**config.mk**
```make
export PLATFORM = sky130hd
export DESIGN_NAME = uart_tx_feeder
export DESIGN_NICKNAME = d
export VERILOG_FILES = /design/src/rtl/uart_pkg.sv /design/src/rtl/sync_fifo.sv /design/src/rtl/uart_tx_feeder.sv
export SDC_FILE = /design/constraint.sdc
export NUM_CORES = 1
export LEC_CHECK = 0
export CAP_MARGIN = 20
export CORE_ASPECT_RATIO = 1.1
export CORE_UTILIZATION = 30
export CTS_CLUSTER_SIZE = 8
export DETAILED_ROUTE_END_ITERATION = 8
export GPL_TIMING_DRIVEN = 0
export SYNTH_ARGS = -nofsm -noshare
export SYNTH_HDL_FRONTEND = slang
export SYNTH_SLANG_ARGS = --single-unit
```
**constraint.sdc**
```tcl
create_clock -name clk_100m -period 3.84 [get_ports clk_100m]
set_input_delay 0.768 -clock clk_100m [delete_from_list [all_inputs] [get_ports clk_100m]]
set_output_delay 0.768 -clock clk_100m [all_outputs]
set_load 0.01 [all_outputs]
```
**src/rtl/uart_pkg.sv**
```systemverilog
// rtl/uart_pkg.sv - shared types and defaults for the UART transmit path
package uart_pkg;

   typedef logic [7:0] byte_t;

   typedef enum logic [1:0] {
      IDLE,
      START,
      WAIT_DONE
   } feeder_state_t;

   localparam int UART_FIFO_DEPTH = 16;

endpackage

```
**src/rtl/sync_fifo.sv**
```systemverilog
// rtl/sync_fifo.sv - synchronous circular-buffer FIFO with explicit occupancy count
module sync_fifo #(
   parameter int WIDTH = 8,
   parameter int DEPTH = 16,
   parameter int AW    = $clog2(DEPTH)
) (
   input  logic             clk,
   input  logic             rst_n,
   input  logic             wr_en,
   input  logic [WIDTH-1:0] wr_data,
   input  logic             rd_en,
   output logic [WIDTH-1:0] rd_data,
   output logic             full,
   output logic             empty,
   output logic [AW:0]      count,
   output logic             overflow
);

   logic [WIDTH-1:0] mem [DEPTH];
   logic [AW-1:0]    wr_ptr;
   logic [AW-1:0]    rd_ptr;
   logic [AW:0]      count_nxt;
   logic             do_wr;
   logic             do_rd;

   // Acceptance uses the registered flags, so a pop never frees room for a same-cycle write.
   assign do_wr   = wr_en && !full;
   assign do_rd   = rd_en && !empty;
   assign rd_data = mem[rd_ptr];

   always_comb begin
      count_nxt = count;
      case ({do_wr, do_rd})
         2'b10:   count_nxt = count + 1'b1;
         2'b01:   count_nxt = count - 1'b1;
         default: count_nxt = count;
      endcase
   end

   always_ff @(posedge clk) begin
      if (do_wr) begin
         mem[wr_ptr] <= wr_data;
      end
   end

   always_ff @(posedge clk or negedge rst_n) begin
      if (!rst_n) begin
         wr_ptr   <= '0;
         rd_ptr   <= '0;
         count    <= '0;
         full     <= 1'b0;
         empty    <= 1'b1;
         overflow <= 1'b0;
      end else begin
         if (do_wr) begin
            wr_ptr <= wr_ptr + 1'b1;
         end
         if (do_rd) begin
            rd_ptr <= rd_ptr + 1'b1;
         end
         count    <= count_nxt;
         full     <= (count_nxt == (AW+1)'(DEPTH));
         empty    <= (count_nxt == '0);
         overflow <= wr_en && full;
      end
   end

endmodule

```
**src/rtl/uart_tx_feeder.sv**
```systemverilog
// rtl/uart_tx_feeder.sv - buffers bytes and launches them one at a time into the UART transmitter
module uart_tx_feeder
   import uart_pkg::*;
#(
   parameter int DEPTH = UART_FIFO_DEPTH,
   parameter int AW    = $clog2(DEPTH)
) (
   input  logic          clk_100m,
   input  logic          rst_n,
   input  byte_t         wr_data,
   input  logic          wr_en,
   output logic          full,
   output logic          empty,
   output logic [AW:0]   count,
   output logic          overflow,
   output byte_t         data_in,
   output logic          En_btn,
   input  logic          tx_busy
);

   feeder_state_t state;
   byte_t         head;
   logic          pop;

   // Never launch while the transmitter is busy; this also covers a frame left running across reset.
   assign pop = (state == IDLE) && !empty && !tx_busy;

   sync_fifo #(
      .WIDTH (8),
      .DEPTH (DEPTH),
      .AW    (AW)
   ) u_fifo (
      .clk      (clk_100m),
      .rst_n    (rst_n),
      .wr_en    (wr_en),
      .wr_data  (wr_data),
      .rd_en    (pop),
      .rd_data  (head),
      .full     (full),
      .empty    (empty),
      .count    (count),
      .overflow (overflow)
   );

   always_ff @(posedge clk_100m or negedge rst_n) begin
      if (!rst_n) begin
         state   <= IDLE;
         data_in <= 8'h00;
         En_btn  <= 1'b0;
      end else begin
         case (state)
            IDLE: begin
               En_btn <= 1'b0;
               if (pop) begin
                  data_in <= head;
                  En_btn  <= 1'b1;
                  state   <= START;
               end
            end
            START: begin
               if (tx_busy) begin
                  En_btn <= 1'b0;
                  state  <= WAIT_DONE;
               end
            end
            WAIT_DONE: begin
               En_btn <= 1'b0;
               if (!tx_busy) begin
                  state <= IDLE;
               end
            end
            default: begin
               En_btn <= 1'b0;
               state  <= IDLE;
            end
         endcase
      end
   end

endmodule

```
* Word-level counts from Yosys, hierarchy flattened
Memories as Yosys holds them, arrays and structs flattened. A register that Yosys moved wholly into a read port is not among the register bits.
Cells that the tools add are included.
** Storage, ports and cells
- Logic and storage cells :: 44
- Register bits after elaboration :: 19
- Bits of input ports :: 12
- Output and inout port bits :: 17
- Memories kept :: 1
- RAM bits :: 128
** Cells by class
- Mux-type cells :: 10
- Equality and inequality tests :: 8
- $add $sub $neg :: 4
- Reduce and logical (&&, ||, !) cells :: 13
** Memory list
- u_fifo.mem :: words 16, width 8, rd ports 1, clocked after memory_dff 1, wr ports 1, line sync_fifo.sv:19 : logic [WIDTH-1:0] mem [DEPTH];
** Operators with widths (count)
- $pmux W5 S2 :: 1
- $add A4 B1 Y4 const B :: 2
- $mux W2 :: 3
- $pmux W2 S3 :: 1
- $add A5 B1 Y5 const B :: 1
- $eq A5 B5 Y1 const B :: 1
- $logic_and A1 B1 Y1 :: 5
- $logic_not A5 Y1 :: 1
- $sub A5 B1 Y5 const B :: 1
- $eq A2 B1 Y1 const B :: 2
- $eq A2 B2 Y1 const B :: 2
- $logic_not A1 Y1 :: 4
- $mux W1 :: 4
- $ne A2 B2 Y1 const B :: 2
- $reduce_and A3 Y1 :: 1
- $logic_not A2 Y1 :: 1
- $ne A2 B1 Y1 const B :: 1
- $pmux W1 S2 :: 1
- $reduce_and A2 Y1 :: 1

* Depth between registers and ports, before layout
- Depth in word-level cells :: 7
- Gate-level depth with buffers :: 11

* Cells and area by module
Synthesis repeated with hierarchy kept, for this count alone.
** Unflattened totals
- Cell total of the unflattened synthesis :: 305
- Area, all modules :: 6223.5 um^2
** By module, submodules not included
- sync_fifo :: area an instance 5793.1 um^2, cells each 278, times used 1
- uart_tx_feeder :: area an instance 430.4 um^2, cells each 27, times used 1

* Worst setup path before layout
OpenSTA, ideal clock, no wires.
- Path kind :: input to register
- From :: input port tx_busy
- To :: register u_fifo.empty
- Cell stages on the path :: 11
- Data required time :: 3744 ps
- Buffers on the path :: 3
- Setup slack :: 474 ps
- Arrival :: 3269 ps
- Cell sequence :: or4_4 -> buf_6 -> clkinv_2 -> clkbuf_1 -> ha_1 -> clkbuf_1 -> or4_1 -> nor3_1 -> a41oi_1 -> and4_4 -> nor4_1
** Between the ends
- Cells in the longest elaborated chain, start to end :: 6
- Elaborated cells between the ends (all ways) :: 7
- Those cells by class :: eq/ne: 2; mux: 1; reduce/logical: 4
** RTL lines
- start, declared :: line uart_tx_feeder.sv:18 : input logic tx_busy
- $logic_not A1 Y1 *
- $logic_and A1 B1 Y1 * :: line uart_tx_feeder.sv:26 : assign pop = (state == IDLE) && !empty && !tx_busy;
- $logic_and A1 B1 Y1 * :: line sync_fifo.sv:28 : assign do_rd = rd_en && !empty;
- $eq A2 B1 Y1 / $eq A2 B2 Y1 (equally long branches) :: line sync_fifo.sv:33 : case ({do_wr, do_rd})
- $pmux W5 S2 * :: line sync_fifo.sv:33
- $logic_not A5 Y1 * :: line sync_fifo.sv:63 : empty <= (count_nxt == '0);
- end signal, assigned :: line sync_fifo.sv:63
- end, declared :: line sync_fifo.sv:14 : output logic empty,
Every way passes the cells marked *; elsewhere a longest branch is shown, timed or not.
A chain may end at the register's enable or synchronous reset.

* Worst setup path in the final report
Same ends and word-level chain as after synthesis.

==> results.cfg <==
[clocking]
hold_buffers = 0
cts.clk_slew.worst_paths_ns = 0.06
cts_max_level = 4
tritoncts = done
cts_inserted_buffers = 17
cts_root_buf = clkbuf_16
clk_latency_ns = 0.42
cts.sinks = 155
clockBufferDepth = 2

[sta]
timing.slew.headroom = 0.504
rsz0062_at_grt = no
fin_crit_ns = 3.58
min_period_over_period = 0.933
worstMarginPinSlew_ns = 0.744
setup_viol = 0
fin_skew_ns = 0.00714
clock.fmax_mhz = 279
maxSlewViolCount = 0
hold_viol = 0

[routing]
routed_wl_um = 12800
drt_pass1_iterations = 4
vias = 3155
drc_errors = 0
route.antenna.remaining_nets = 0
wl_per_cell_um = 19.6
vias_per_cell = 4.82
drt_iter0_drc = 230

[power_and_ir_drop]
power-per-cell-area_nw_per_um2 = 738
power_w = 0.00550
leakagePower_nw = 2.50
peakVddDrop_uv = 287

[finish]
mostFrequentLayoutCells = edfxtp_1 (128), mux4_2 (40), nand2_1 (33)
filler_cell_count = 1897
synthToLayoutAreaGrowth_pct = 18.4
layout_commonest_cell = edfxtp_1
final_area_um2 = 7450
fin_util = 0.362
nNetsFinal = 405
n_antenna_cell = 0
drive_gt1_frac = 0.211

[min_path]
hold_start = data_in[5]$_DFFE_PN0P_
hold_path.class = flip-flop to flip-flop
holdPathStages = 2

[critical_path]
critPathLaunchType = input pin
end_kind = flip-flop
crit_chain = clkdlybuf4s50_1 -> or4_4 -> buf_6 -> clkinv_2 -> clkbuf_2 -> ha_1 -> clkbuf_1 -> or4_1 -> nor3_1 -> a41oi_1 -> and4_4 -> nor4_2
cp.arrival_ns = 3.91
path_buf_inv = 5
worstSetupPathType = input pin to flip-flop
cp_num_cells = 12
slowest_stage = or4_1
reg2reg_from = state[0]$_DFFE_PN0P_
critical_path.startpoint = tx_busy
required_ns = 4.17
path_max_fanout = 10
critPathMaxStageDelay_ns = 0.52
r2r_cells = 11
critical_path.top_delay_family = simple AND/OR/NAND/NOR gates

[floorplanning]
start_util = 0.306
rows = 55
pin_count = 29
die_y_um = 154
die_w_um = 140
core_area_um2 = 20600
die-area_um2 = 21600

[place]
io_buffers = 28
hpwlAfterDp_um = 8600
gp_congestion = 0.773
dpl_cell_area_um2 = 6910

[global_route]
met2_usage = 0.213
grt_max_degree = 17
met1_usage = 0.163
antenna_found_initial = 0
track_usage = 0.129
grt_pass1_wl_um = 19800
first_global_vias = 3271
grtUsageMet3 = 0.0346
grt_remaining_overflow = 0
grt-busiest-layer = met2

[yosys]
syn_inst = 338
ys.flop_type = edfxtp_1
avgSynthCellArea_um2 = 18.6
syn-cell-area_um2 = 6300
yosysWarnings = 0
synth.distinct_cells = 47
ys_ff_latch = 155
async_reset_ff_frac = 0.174
ys_seq_area_frac = 0.718
synth-edff-count = 128
postSynthNetCount = 357

[flow_run]
cap_violations = 0

[run_status]
status = finished, final reports clean
==> per-stage QoR <==
step           hold slack (ns)  std cells  TNS, ns  setup WS (ns)
2_1_floorplan            0.462        338        0          0.474
3_3_place_gp             0.467        622   -0.941         -0.388
3_5_place_dp             0.469        623   -0.958         -0.361
4_1_cts                  0.483        654        0         0.0767
5_1_grt                  0.511        654        0         0.0645
6_report                 0.474        654        0          0.257
==> power breakdown <==
| group | switching (W) | internal [W] |
|---|---|---|
| Combinational | 0.000903 | 0.000842 |
| Clock | 0.000639 | 0.000877 |
| Sequential | 0.000142 | 0.00210 |
==> layer usage <==
layer,vias to the layer above,wire length [um]
met5,-,0
met4,0,198
met3,15,540
met2,85,6400
met1,1631,5660
li1,1424,-
==> synth_stat cells (all sizes together), types with 2 or more instances <==
| master | number | area share |
|---|---|---|
| edfxtp | 128 | 0.61 |
| mux4 | 40 | 0.14 |
| nand2 | 34 | 0.021 |
| dfrtp | 26 | 0.10 |
| and2 | 18 | 0.018 |
| clkbuf | 12 | 0.0072 |
| xnor2 | 8 | 0.011 |
| ha | 7 | 0.014 |
| nor3 | 6 | 0.0048 |
| a21oi | 5 | 0.0040 |
| buf | 5 | 0.0048 |
| inv | 5 | 0.0030 |
| nor2 | 4 | 0.0024 |
| a211oi | 3 | 0.0044 |
| a21o | 3 | 0.0036 |
| nand4 | 3 | 0.0030 |
| or4 | 3 | 0.0048 |
| nor2b | 2 | 0.0020 |
| nor3b | 2 | 0.0024 |
| nor4b | 2 | 0.0038 |
| o211ai | 2 | 0.0024 |
| xor2 | 2 | 0.0028 |
==> cell families after synthesis <==
family / count (synthesis) / share of synthesized area
DFF: 155 / 0.718
buffers and inverters: 23 / 0.0157
adders and majority gates: 7 / 0.0139
xor gates and xnor gates: 10 / 0.0139
and+or+nand+nor: 83 / 0.0725
muxes: 41 / 0.145
AOI/OAI and AO/OA: 19 / 0.0213
==> registers in the layout, indices dropped and copies added (netlist names) <==
| register | flops |
|---|---|
| u_fifo.rd_ptr | 4 |
| En_btn | 1 |
| u_fifo.count | 5 |
| data_in | 8 |
| u_fifo.overflow | 1 |
| u_fifo.empty | 1 |
| state | 2 |
| u_fifo.wr_ptr | 4 |
| u_fifo.mem | 128 |
| u_fifo.full | 1 |
==> repair_timing <==
action	CTS	global route
gates resized for setup	0	3
endpoints found under the setup margin	0	3
setup buffers	0	0
hold endpoints to repair	0	0
==> final timing paths <==
| kind | end | slack (ns) |
|---|---|---|
| worst min register to register | data_in[5]$_DFFE_PN0P_ | 0.47 |
| worst max-delay path | u_fifo.empty$_DFF_PN1_ | 0.26 |
| worst min-delay path | data_in[5]$_DFFE_PN0P_ | 0.47 |
| worst max register to register | u_fifo.empty$_DFF_PN1_ | 0.55 |
| min in group asynchronous | u_fifo.overflow$_DFF_PN0_ | 0.73 |
| max in group asynchronous | u_fifo.empty$_DFF_PN1_ | 2.51 |
==> worst reg2reg max path: stages, from the launching register on <==
cell      delay, ns
dfrtp_1        0.40
or4_4          0.52
buf_6          0.15
clkinv_2       0.13
clkbuf_2       0.24
ha_1           0.26
clkbuf_1       0.23
or4_1          0.52
nor3_1         0.15
a41oi_1        0.08
and4_4         0.25
nor4_2         0.28
==> final cells by class <==
class                      instances  area (um^2)  area share
sequential                       155         4520       0.607
multi-input combinational        160         1680       0.226
clock buffer                      18          429      0.0576
tap                              256          320      0.0430
timing repair buffer              29          295      0.0396
clock inverter                    13          104      0.0139
buffer                            17         76.3      0.0102
inverter                           6         23.8     0.00319
(Power assumes the default switching activity.)
